[src/rtl/counter_pkg.sv]
// counter_pkg: shared direction constants and MOD legality check for param_updown_counter
package counter_pkg;
   localparam logic DIR_UP   = 1'b1;
   localparam logic DIR_DOWN = 1'b0;
   function automatic bit mod_legal(input int unsigned width, input longint unsigned modulus);
      return width >= 2 && width <= 32 && modulus >= 2 && modulus <= (64'd1 << width);
   endfunction
endpackage

[src/rtl/updown_next.sv]
// updown_next: combinational modulo-MOD next count and end-of-range (wrap) flag
//   y      in  current count
//   updown in  direction (DIR_UP / DIR_DOWN)
//   nxt    out wrapped next count
//   wrap   out y sits at the end of range for this direction
module updown_next
   import counter_pkg::*;
#(
   parameter int unsigned     WIDTH = 3,
   parameter longint unsigned MOD   = 64'd1 << WIDTH
) (
   input  logic [WIDTH-1:0] y,
   input  logic             updown,
   output logic [WIDTH-1:0] nxt,
   output logic             wrap
);
   localparam logic [WIDTH-1:0] MAXV = WIDTH'(MOD - 1);
   logic up;
   assign up   = updown == DIR_UP;
   assign wrap = up ? (y == MAXV) : (y == '0);
   assign nxt  = wrap ? (up ? '0 : MAXV) : (up ? y + 1'b1 : y - 1'b1);
endmodule

[src/rtl/param_updown_counter.sv]
// param_updown_counter: modulo-MOD up/down counter with clamped load, terminal count and wrap pulse
//   clk    in  clock, rising edge
//   rst    in  asynchronous active-low reset
//   en     in  count enable
//   updown in  direction, 1 = up
//   load   in  synchronous load strobe (beats en)
//   din    in  load value, clamped to MOD-1
//   y      out registered count
//   tc     out combinational terminal count
//   wrap   out registered one-cycle wrap pulse
// Build option: COUNTER_SATURATE_EN makes the counter stop at the end of range (wrap stays 0).
module param_updown_counter
   import counter_pkg::*;
#(
   parameter int unsigned     WIDTH = 3,
   parameter longint unsigned MOD   = 64'd1 << WIDTH
) (
   input  logic             clk,
   input  logic             rst,
   input  logic             en,
   input  logic             updown,
   input  logic             load,
   input  logic [WIDTH-1:0] din,
   output logic [WIDTH-1:0] y,
   output logic             tc,
   output logic             wrap
);
   localparam logic [WIDTH-1:0] MAXV = WIDTH'(MOD - 1);
   if (!mod_legal(WIDTH, MOD)) begin : g_bad_mod
      $error("param_updown_counter: illegal WIDTH/MOD combination");
   end
   logic [WIDTH-1:0] y_q, y_d, nxt, clamp;
   logic             wrap_q, wrap_d, nxt_wrap;
   updown_next #(.WIDTH(WIDTH), .MOD(MOD)) u_next (
      .y(y_q),
      .updown(updown),
      .nxt(nxt),
      .wrap(nxt_wrap)
   );
   assign clamp = (64'(din) < MOD) ? din : MAXV;
`ifdef COUNTER_SATURATE_EN
   assign y_d    = load ? clamp : (en && !nxt_wrap) ? nxt : y_q;
   assign wrap_d = 1'b0;
`else
   assign y_d    = load ? clamp : en ? nxt : y_q;
   assign wrap_d = !load && en && nxt_wrap;
`endif
   always_ff @(posedge clk or negedge rst) begin
      if (!rst) begin
         y_q    <= '0;
         wrap_q <= 1'b0;
      end else begin
         y_q    <= y_d;
         wrap_q <= wrap_d;
      end
   end
   assign tc   = en && !load && ((updown == DIR_UP && y_q == MAXV) || (updown == DIR_DOWN && y_q == '0));
   assign y    = y_q;
   assign wrap = wrap_q;
endmodule

[config.mk]
export PLATFORM = sky130hd
export DESIGN_NAME = param_updown_counter
export DESIGN_NICKNAME = d
export VERILOG_FILES = /design/src/rtl/counter_pkg.sv /design/src/rtl/updown_next.sv /design/src/rtl/param_updown_counter.sv
export SDC_FILE = /design/constraint.sdc
export NUM_CORES = 1
export LEC_CHECK = 0
export BUFFER_PORTS_ARGS = -buffer_cell sky130_fd_sc_hd__buf_4
export CAP_MARGIN = 10
export CORE_AREA = 2 2 39 41
export DETAILED_ROUTE_END_ITERATION = 10
export DIE_AREA = 0 0 41 43
export GPL_ROUTABILITY_DRIVEN = 0
export PLACE_DENSITY = 0.51
export SLEW_MARGIN = 20
export SYNTH_ARGS = -nofsm -noshare
export SYNTH_HDL_FRONTEND = slang
export SYNTH_SLANG_ARGS = --single-unit
[constraint.sdc]
create_clock -name clk -period 3.2 [get_ports clk]
set_input_delay 0.16 -clock clk [delete_from_list [all_inputs] [get_ports clk]]
set_output_delay 0.16 -clock clk [all_outputs]
set_load 0.01 [all_outputs]
==> results of run 1 <==
## worst paths after layout
| kind | from | endpoint | slack (ns) | depth (start not counted) |
|---|---|---|---|---|
| worst max-delay path | y[0] | tc | 1.63 | 4 |
| worst min-delay path | din[0] | y[0] | 0.14 | 3 |
| worst max register to register | y[0] | y[2] | 1.68 | 5 |
| worst min register to register | y[1] | y[2] | 0.72 | 3 |
| max in group asynchronous | rst | y[1] | 2.83 | 2 |
| min in group asynchronous | rst | y[2] | 0.26 | 2 |
## cell type report
cell class / count / area, um2
Inverter: 2 / 7.51
Tap cell: 16 / 20.0
Multi-Input combinational cell: 25 / 173
Fill cell: 149 / 961
Sequential cell: 4 / 100
Clock buffer: 3 / 22.5
Timing Repair Buffer: 13 / 100
## stage by stage
stage          total power, W  instances  area [um2]  worst slack, ns  hold slack (ns)
3_3_place_gp         0.000126         59         390             1.72          -0.0413
4_1_cts              0.000191         63         423             1.63            0.137
3_5_place_dp         0.000126         59         390             1.69          -0.0377
6_report             0.000187         63         423             1.63            0.145
5_1_grt              0.000203         63         423             1.56            0.174
2_1_floorplan        0.000100         32         285             1.73           -0.136
## power groups by stage
stage	Sequential (W)	Clock, W	Combinational (W)
6_report	0.0000686	0.0000610	0.0000574
5_1_grt	0.0000704	0.0000672	0.0000659
4_1_cts	0.0000685	0.0000649	0.0000579
3_5_place_dp	0.0000692	0	0.0000566
3_3_place_gp	0.0000690	0	0.0000567
2_1_floorplan	0.0000694	0	0.0000307
## layout by cell type (no fill, tap or decap), drive strengths merged, types with 2 or more instances in the layout
master  synthesis  routed
nor3b           2       2
o21ai           2       2
nand2b          2       2
a21oi           4       4
nand3           2       2
clkbuf          0       3
inv             2       2
dfrtp           4       4
buf             1      12
nor2            2       2
nand2           2       2
## critical path, stage by stage (launching register included)
cell	delay, ns
dfrtp_1	0.48
nor3_2	0.24
nand2b_1	0.07
a21oi_1	0.23
buf_4	0.16
## logic make-up after synthesis
kind of cell               Yosys count  synth area share
and+or+nand+nor                     12             0.268
AOI/OAI and AO/OA                   10             0.206
DFF                                  4             0.351
buffers and inverters                3            0.0439
xor gates and xnor gates             2            0.0614
adders and majority gates            1            0.0702
## timing repair
action / 4_1_cts / 5_1_grt
setup buffers: 0 / 0
setup endpoints to repair: 0 / 0
endpoints found under the hold margin: 4 / 0
hold buffers: 1 / 0
## state kept, by name, indices dropped and copies added, names as in the netlist
signal  count
wrap        1
y           3
## cell usage after synthesis
master / n / area share
xnor2_1: 1 / 0.031
dfrtp_1: 4 / 0.35
a31oi_1: 1 / 0.022
o31ai_1: 1 / 0.026
a21boi_0: 1 / 0.026
nor3_2: 1 / 0.035
a21oi_1: 4 / 0.070
xor2_1: 1 / 0.031
o21ai_0: 1 / 0.018
o21ai_1: 1 / 0.018
nand3_1: 2 / 0.035
a22oi_1: 1 / 0.026
nor2_1: 2 / 0.026
inv_1: 2 / 0.026
buf_2: 1 / 0.018
nand4_1: 1 / 0.022
nand2b_1: 1 / 0.022
fa_1: 1 / 0.070
nand2b_4: 1 / 0.048
nor3b_1: 2 / 0.053
nand2_1: 2 / 0.026
## layer usage
| metal | vias up | part of all wire |
|---|---|---|
| li1 | 146 | - |
| met4 | 0 | 0 |
| met2 | 9 | 0.48 |
| met1 | 128 | 0.45 |
| met3 | 0 | 0.068 |
| met5 | - | 0 |
==> impl_metrics.csv, run 1 <==
group,metric,value,unit
power_and_ir_drop,internal-power,0.000130,W
die,die_height,43,um
cells_and_area,fin_util,0.306,
clock_network,htreeDepth,1,
global_route,wire_length_of_the_first_global_routing_pass,1.13,mm
die,rows,14,
power_and_ir_drop,netSwitchingPower,0.0000571,W
setup_path,worst_ep_required_time,3.04,ns
clock_network,cts_inserted_buffers,3,
setup_path,worst-path-max-fanout,7,
die,design.portCount,13,
power_and_ir_drop,worst_case_vdd_ir_drop,0.124,mV
clock_network,postCtsResizedCells,0,
sta,rsz0062_at_grt,"false",
cells_and_area,n_antenna_cell,0,
logic_synthesis,synth.cell_area,285,um2
global_route,first_global_vias,272,
global_route,grt.overflow.total,0,
sta,timing.final.hold_violations,0,
sta,report.final.slew_viol_count,0,
placement,io_buffer_count,12,
route,detail-route-antenna-nets,0,
route,first_iter_violations,0,
sta,timing.clock.skew,0.00379,ns
global_route,tot_gr_track_use,0.0955,
placement,dp_hpwl,540,um
logic_synthesis,synth-warning-count,0,
global_route,grt-busiest-layer,"met2",
global_route,grt_start_max_net_pins,9,
logic_synthesis,post_synth_inst_count,32,
global_route,grt_util_met2,0.141,
die,start_util,0.206,
setup_path,criticalPathCategory,"register to output pin",
sta,actual_transition_at_the_worst_max_transition_pin,0.305,ns
cells_and_area,synth_to_layout_area_growth,48.2,%
logic_synthesis,sequential_element_share_of_the_synthesized_area,0.351,
logic_synthesis,yosys.cell_types.count,21,
sta,setup_total_negative_slack,0,ns
sta,slew-limit-headroom,0.797,
run,max_cap_viol_count,0,
logic_synthesis,syn_area_per_cell,8.91,um2
logic_synthesis,mappedNetlistNets,41,
power_and_ir_drop,power_frac_seq,0.367,
sta,fmax,639,MHz
clock_network,cts_sinks,4,
clock_network,cts_tree,"built",
global_route,grtUsageMet1,0.123,
power_and_ir_drop,power_switching_share,0.305,
cells_and_area,final_layout_size_suffix_gt1_frac,0.362,
outcome,status,"finished clean",
route,detail_route.wl_per_cell,10.9,um
logic_synthesis,seq_cells_post_synth,4,
clock_network,clk_root_buffer_cell,"clkbuf_4",
route,drt-total-wl,687,um
die,die-area,0.00176,mm2
clock_network,clk_transition_reported_paths,0.03,ns
clock_network,clock_insertion_delay_worst_skew,0.23,ns
clock_network,clock_tree.buffer_depth,2,
setup_path,crit_path_end_kind,"output pin",
die,core_area,0.00138,mm2
sta,period_share,0.489,
power_and_ir_drop,combinationalPowerShare,0.307,
setup_path,critPathLaunchType,"register",
power_and_ir_drop,power_frac_clock,0.326,
sta,period_needed,1.57,ns
route,drcViolationCount,0,
route,vias,283,
power_and_ir_drop,p_leak,0.192,nW
global_route,gr-usage-met3,0,
die,fp.dieW,41,um
route,vias_per_instance,4.49,
min_path,worstHoldPathType,"input port to register",
power_and_ir_drop,power.density,442,mW/mm2
route,detail_route.first_pass.iterations,1,
cells_and_area,nNetsFinal,58,
setup_path,worst_ep_arrival_time,1.41,ns
sta,setup_viol_count_final,0,
global_route,number_of_antenna_violations_at_the_first_check_in_global_routing,0,
Power figures use the tool's default switching activity.
==> inputs of run 2 (changes only) <==
==> constraint.sdc (replaced) <==
create_clock -name clk -period 1.55 [get_ports clk]
set_input_delay 0.0775 -clock clk [delete_from_list [all_inputs] [get_ports clk]]
set_output_delay 0.0775 -clock clk [all_outputs]
set_load 0.01 [all_outputs]
==> impl_metrics.csv, run 2 (synthesized netlist as in run 1, its figures left out) <==
group,metric,value,unit
sta,report.final.slew_viol_count,0,
clock_network,htreeDepth,1,
clock_network,cts_inserted_buffers,3,
global_route,first_global_vias,272,
sta,setup_viol_count_final,0,
min_path,worstHoldPathType,"input port to register",
sta,period_share,0.909,
power_and_ir_drop,combinationalPowerShare,0.353,
placement,dp_cells,61,
sta,slew-limit-headroom,0.790,
placement,io_buffer_count,12,
setup_path,worstPathCellList,"fa_1, inv_1, a21oi_1, a22oi_1, o21ai_1",
sta,timing.final.hold_violations,0,
power_and_ir_drop,power_frac_clock,0.315,
power_and_ir_drop,power_switching_share,0.307,
sta,setup_total_negative_slack,0,ns
setup_path,cp_buf_inv_count,1,
setup_path,critical_path.top_delay_family,"adder cells",
cells_and_area,n_antenna_cell,0,
die,core_area,0.00138,mm2
setup_path,worst_ep_arrival_time,1.52,ns
clock_network,cts_sinks,4,
global_route,wire_length_of_the_first_global_routing_pass,1.22,mm
setup_path,worst_r2r_startpoint,"y[0]",
cells_and_area,fill_cells,137,
cells_and_area,layoutNonFillerInstCount,65,
power_and_ir_drop,power_frac_seq,0.332,
power_and_ir_drop,netSwitchingPower,0.000123,W
die,die-area,0.00176,mm2
route,vias_per_instance,4.51,
outcome,status,"finished clean",
setup_path,cpMaxStageDelayCell,"fa_1",
die,die_height,43,um
route,vias,293,
sta,actual_transition_at_the_worst_max_transition_pin,0.316,ns
sta,fmax,710,MHz
cells_and_area,nNetsFinal,60,
die,design.portCount,13,
setup_path,cp_slowest_stage_delay,0.49,ns
global_route,tot_gr_track_use,0.103,
cells_and_area,synth_to_layout_area_growth,57.0,%
clock_network,clk_transition_reported_paths,0.04,ns
sta,timing.clock.skew,0.00180,ns
placement,dp_hpwl,525,um
sta,rsz0062_at_grt,"false",
clock_network,clock_insertion_delay_worst_skew,0.23,ns
power_and_ir_drop,power.density,898,mW/mm2
clock_network,clock_tree.buffer_depth,2,
setup_path,criticalPathCategory,"register to register",
global_route,grt_start_max_net_pins,9,
clock_network,clk_root_buffer_cell,"clkbuf_4",
cells_and_area,largest_register_ffs,3,
clock_network,cts_tree,"built",
power_and_ir_drop,worst_case_vdd_ir_drop,0.375,mV
sta,period_needed,1.41,ns
route,detail_route.wl_per_cell,10.4,um
cells_and_area,most_common_cell_after_layout_fill_and_taps_aside,"buf_4",
route,drt-total-wl,679,um
global_route,grt.overflow.total,0,
global_route,number_of_antenna_violations_at_the_first_check_in_global_routing,0,
clock_network,post_cts_buffers,0,
route,first_iter_violations,4,
die,fp.dieW,41,um
route,drcViolationCount,0,
setup_path,worst_ep_required_time,1.66,ns
cells_and_area,layout_common_cells,"buf_4 (14), dfrtp_1 (4), a21oi_1 (3), clkbuf_4 (3)",
power_and_ir_drop,internal-power,0.000279,W
min_path,hold_start,"din[0]",
setup_path,critical_path.startpoint,"y[0]",
die,start_util,0.206,
setup_path,worst-path-max-fanout,4,
setup_path,critPathLaunchType,"register",
power_and_ir_drop,p_leak,0.203,nW
die,rows,14,
cells_and_area,final_layout_size_suffix_gt1_frac,0.408,
setup_path,crit_path_end_kind,"register",
route,detail_route.first_pass.iterations,4,
run,max_cap_viol_count,0,
route,detail-route-antenna-nets,0,
run 2: changes by cell type in the layout (fill, tap and decap cells not counted):
cell and change:
a21oi_1 -1, nor3_2 -1, nor3_4 +1, a21oi_2 +1, buf_4 +2
run 2: through the flow:
step,total power (W),setup WS (ns),hold slack [ns],area (um2),utilization
after detailed placement,0.000270,0.134,-0.124,405,0.293
after floorplan,0.000207,0.0840,-0.218,285,-
after global placement,0.000272,0.144,-0.123,405,0.293
after CTS,0.000406,0.00205,0.0607,438,0.316
final,0.000402,0.141,0.0671,448,0.324
after global routing,0.000445,0.0224,0.0819,448,0.324
run 2: cell type report:
cell class              count  area (um2)  area share
multi-input cells          25         183       0.408
repair buffers             15         115       0.257
flip-flops and latches      4         100       0.223
clock buffers               3        22.5      0.0503
well taps                  16        20.0      0.0447
inverters                   2        7.51      0.0168
run 2: repair_timing:
| action | in CTS | in global routing |
|---|---|---|
| endpoints found under the setup margin | 0 | 1 |
| hold endpoints to repair | 4 | 0 |
| hold buffers | 1 | 0 |
| gates resized for setup | 0 | 2 |
run 2: power groups by stage:
stage,logic [W],clock network [W],registers [W]
2_1_floorplan,0.0000635,0,0.000143
3_3_place_gp,0.000138,0,0.000134
3_5_place_dp,0.000136,0,0.000134
4_1_cts,0.000139,0.000134,0.000133
5_1_grt,0.000164,0.000144,0.000136
6_report,0.000142,0.000127,0.000134
run 2: worst reg2reg max path, delay by kind of cell, from the launching register on:
kind,cells,cell delay [ns]
flip-flops,1,0.39
adder cells (fa/ha/maj),1,0.49
buffers and inverters,1,0.08
AO/OA/AOI/OAI,3,0.34
run 2: worst paths after layout:
path | endpoint | slack [ns] | depth (start not counted)
min in group asynchronous | y[0] | 0.18 | 2
max in group asynchronous | y[1] | 1.27 | 2
hold reg to reg | wrap | 0.73 | 3
setup / recovery | y[2] | 0.14 | 5
setup reg to reg | y[2] | 0.14 | 5
hold / removal | y[0] | 0.07 | 3
run 2: per-layer routing:
| layer | part of all wire | track usage | vias up |
|---|---|---|---|
| li1 | - | - | 151 |
| met4 | 0 | 0.0400 | 0 |
| met2 | 0.45 | 0.131 | 13 |
| met3 | 0.10 | 0.0471 | 0 |
| met5 | 0 | 0 | - |
| met1 | 0.44 | 0.145 | 129 |
==> inputs of run 3 (changes only) <==
--- a/config.mk
+++ b/config.mk
@@ -5,13 +5,14 @@
 export SDC_FILE = /design/constraint.sdc
 export NUM_CORES = 1
 export LEC_CHECK = 0
+export ABC_AREA = 1
 export BUFFER_PORTS_ARGS = -buffer_cell sky130_fd_sc_hd__buf_4
 export CAP_MARGIN = 10
 export CORE_AREA = 2 2 39 41
 export DETAILED_ROUTE_END_ITERATION = 10
 export DIE_AREA = 0 0 41 43
 export GPL_ROUTABILITY_DRIVEN = 0
-export PLACE_DENSITY = 0.51
+export PLACE_DENSITY = 0.5
 export SLEW_MARGIN = 20
 export SYNTH_ARGS = -nofsm -noshare
 export SYNTH_HDL_FRONTEND = slang
==> impl_metrics.csv, run 3 <==
group,metric,value,unit
cells_and_area,final_layout_size_suffix_gt1_frac,0.298,
logic_synthesis,post_synth_inst_count,41,
setup_path,cp_slowest_stage_delay,0.42,ns
logic_synthesis,synth-warning-count,0,
route,drcViolationCount,0,
global_route,tot_gr_track_use,0.110,
sta,period_needed,1.37,ns
clock_network,clk_root_buffer_cell,"clkbuf_4",
sta,fmax,730,MHz
logic_synthesis,post_synth_xor_area_fraction,0,
clock_network,cts_inserted_buffers,3,
logic_synthesis,adder_cell_share_of_the_synthesized_area,0.0741,
global_route,grt_start_max_net_pins,7,
cells_and_area,layout.cell_area.non_filler,418,um2
global_route,number_of_antenna_violations_at_the_first_check_in_global_routing,0,
die,fp.dieW,41,um
setup_path,crit_path_frequent_cell,"nand2_1",
logic_synthesis,post_synth_and_or_nand_nor_area_fraction,0.412,
clock_network,post_cts_buffers,0,
sta,timing.final.hold_violations,0,
die,rows,14,
global_route,grt.overflow.total,0,
power_and_ir_drop,power_switching_share,0.330,
sta,layout_setup_ws,0.179,ns
setup_path,cp_buf_inv_count,2,
logic_synthesis,synth_edf_count,0,
cells_and_area,fill_cells,157,
min_path,min_to,"y[1]",
logic_synthesis,post_synth_most_frequent_cells,"nand2_1 (17), inv_1 (6), nand3_1 (5), dfrtp_1 (4), nor2_1 (3)",
power_and_ir_drop,power.density,924,mW/mm2
min_path,worstHoldPathType,"input port to register",
cells_and_area,synth_to_layout_area_growth,54.6,%
clock_network,clock_insertion_delay_worst_skew,0.25,ns
logic_synthesis,synthArstFlopShare,1.00,
logic_synthesis,synth.cell_area,270,um2
route,drt-total-wl,700,um
sta,report.final.slew_viol_count,0,
cells_and_area,largest_register_ffs,3,
die,start_util,0.195,
logic_synthesis,main_combinational_cell_family_by_area_after_synthesis,"simple AND/OR/NAND/NOR gates",
die,design.portCount,13,
sta,period_share,0.884,
cells_and_area,nNetsFinal,68,
power_and_ir_drop,worst_case_vdd_ir_drop,0.394,mV
cells_and_area,fin_util,0.302,
cells_and_area,n_antenna_cell,0,
logic_synthesis,yosys.cell_types.count,11,
placement,dpl-instance-area,380,um2
route,vias,312,
setup_path,critPathLaunchType,"register",
clock_network,cts_tree,"built",
logic_synthesis,synth.top_cells.by_area,"dfrtp_1 (37%), nand2_1 (24%), nand3_1 (9.3%)",
sta,setup_viol_count_final,0,
clock_network,htreeDepth,1,
logic_synthesis,compound_cell_area_share_of_the_yosys_netlist,0.0463,
sta,rsz0062_at_grt,"false",
setup_path,worst_ep_required_time,1.47,ns
logic_synthesis,muxShareOfSynthArea,0,
power_and_ir_drop,p_leak,0.238,nW
die,die-area,0.00176,mm2
setup_path,critical_path.startpoint,"y[0]",
logic_synthesis,synth_most_common_cell,"nand2_1",
sta,slew-limit-headroom,0.853,
route,detail_route.first_pass.iterations,2,
setup_path,worst_r2r_startpoint,"y[0]",
setup_path,reg2reg_capture_point,"y[2]",
logic_synthesis,syn_area_per_cell,6.59,um2
sta,timing.clock.skew,0.00671,ns
power_and_ir_drop,netSwitchingPower,0.000127,W
outcome,status,"finished clean",
setup_path,worstPathCellList,"inv_1, nand3_1, nand2_1, nand2_1, nor3_2, buf_4",
clock_network,clk_transition_reported_paths,0.04,ns
global_route,first_global_vias,280,
placement,placement.setup.worst_slack,0.187,ns
global_route,wire_length_of_the_first_global_routing_pass,1.16,mm
logic_synthesis,yosys_most_used_dff,"dfrtp_1",
route,vias_per_instance,4.27,
min_path,hold_depth,3,
die,die_height,43,um
logic_synthesis,seq_cells_post_synth,4,
power_and_ir_drop,internal-power,0.000259,W
logic_synthesis,mappedNetlistNets,50,
sta,actual_transition_at_the_worst_max_transition_pin,0.220,ns
power_and_ir_drop,power_frac_seq,0.342,
min_path,hold_start,"din[1]",
power_and_ir_drop,power_frac_clock,0.361,
setup_path,criticalPathCategory,"register to output pin",
cells_and_area,layout_common_cells,"nand2_1 (17), buf_4 (12), inv_1 (6)",
setup_path,rr_worst_depth,8,
die,core_area,0.00138,mm2
sta,fin_worst_hold_slack,0.0430,ns
setup_path,critical_path.top_delay_family,"flip-flops",
placement,dp_hpwl,566,um
sta,setup_total_negative_slack,0,ns
clock_network,cts_sinks,4,
route,detail-route-antenna-nets,0,
run,max_cap_viol_count,0,
setup_path,cpMaxStageDelayCell,"dfrtp_1",
clock_network,clock_tree.buffer_depth,2,
setup_path,worst_ep_arrival_time,1.29,ns
cells_and_area,most_common_cell_after_layout_fill_and_taps_aside,"nand2_1",
setup_path,r2r_setup_slack,0.20,ns
placement,io_buffer_count,12,
route,first_iter_violations,2,
logic_synthesis,synthDominantCellAreaShare,0.370,
power_and_ir_drop,combinationalPowerShare,0.296,
setup_path,worst-path-max-fanout,5,
logic_synthesis,largest_area_contributor_in_the_netlist,"dfrtp_1",
setup_path,crit_path_end_kind,"output pin",
logic_synthesis,sequential_element_share_of_the_synthesized_area,0.370,
route,detail_route.wl_per_cell,9.59,um
-- run 3: cell types whose count changed after synthesis, moves of 2 or more --
cell / previous run / this run
inv_1: 2 / 6
nand2_1: 2 / 17
a21oi_1: 4 / 0
nand3_1: 2 / 5
nor3b_1: 2 / 0
-- run 3: layout make-up --
class / count / area, um2 / area share
multi-input combinational: 30 / 149 / 0.356
sequential: 4 / 100 / 0.240
tap: 16 / 20.0 / 0.0479
inverter: 7 / 26.3 / 0.0629
clock buffer: 3 / 22.5 / 0.0539
timing repair buffer: 13 / 100 / 0.240
-- run 3: power groups by stage --
stage,clock [W],sequential (W),combinational [W]
2_1_floorplan,0,0.000137,0.0000587
3_3_place_gp,0,0.000134,0.000112
3_5_place_dp,0,0.000134,0.000113
4_1_cts,0.000146,0.000133,0.000115
5_1_grt,0.000153,0.000136,0.000133
6_report,0.000140,0.000132,0.000114
-- run 3: per-layer routing --
metal	part of all wire	track usage	vias up
met5	0	0	-
met4	0.030	0.100	0
met3	0.033	0.0628	3
met2	0.49	0.138	5
met1	0.44	0.124	141
li1	-	-	163
-- run 3: cell families (layout without fill, tap and decap cells) --
group | Yosys count | in the layout
and+or+nand+nor | 27 | 27
adders and majority gates | 1 | 1
buffers and inverters | 7 | 23
AOI/OAI and AO/OA | 2 | 2
DFF | 4 | 4
-- run 3: worst max path at each step --
stage,to,cells past startpoint
2_1_floorplan,y[1],5
3_3_place_gp,y[1],5
3_5_place_dp,y[1],5
4_1_cts,tc,6
5_1_grt,tc,6
6_report,tc,6
-- run 3: what timing repair did --
item,CTS,global route
hold endpoints to repair,4,0
hold buffers,1,0
setup endpoints to repair,0,1
resized for setup,0,1
-- run 3: worst reg2reg max path, cell delays in order (launching register included) --
cell and delay, ns:
dfrtp_1 0.42, fa_1 0.46, inv_1 0.07, nand3_1 0.07, nand2_1 0.07, nand2_1 0.04
nand2_1 0.05, nand2_1 0.05, nand2_1 0.05
-- run 3: metrics by stage --
step	instances	power, W
after detailed placement	69	0.000247
after floorplan	41	0.000195
after global placement	69	0.000246
after global routing	73	0.000421
final	73	0.000386
after CTS	73	0.000394
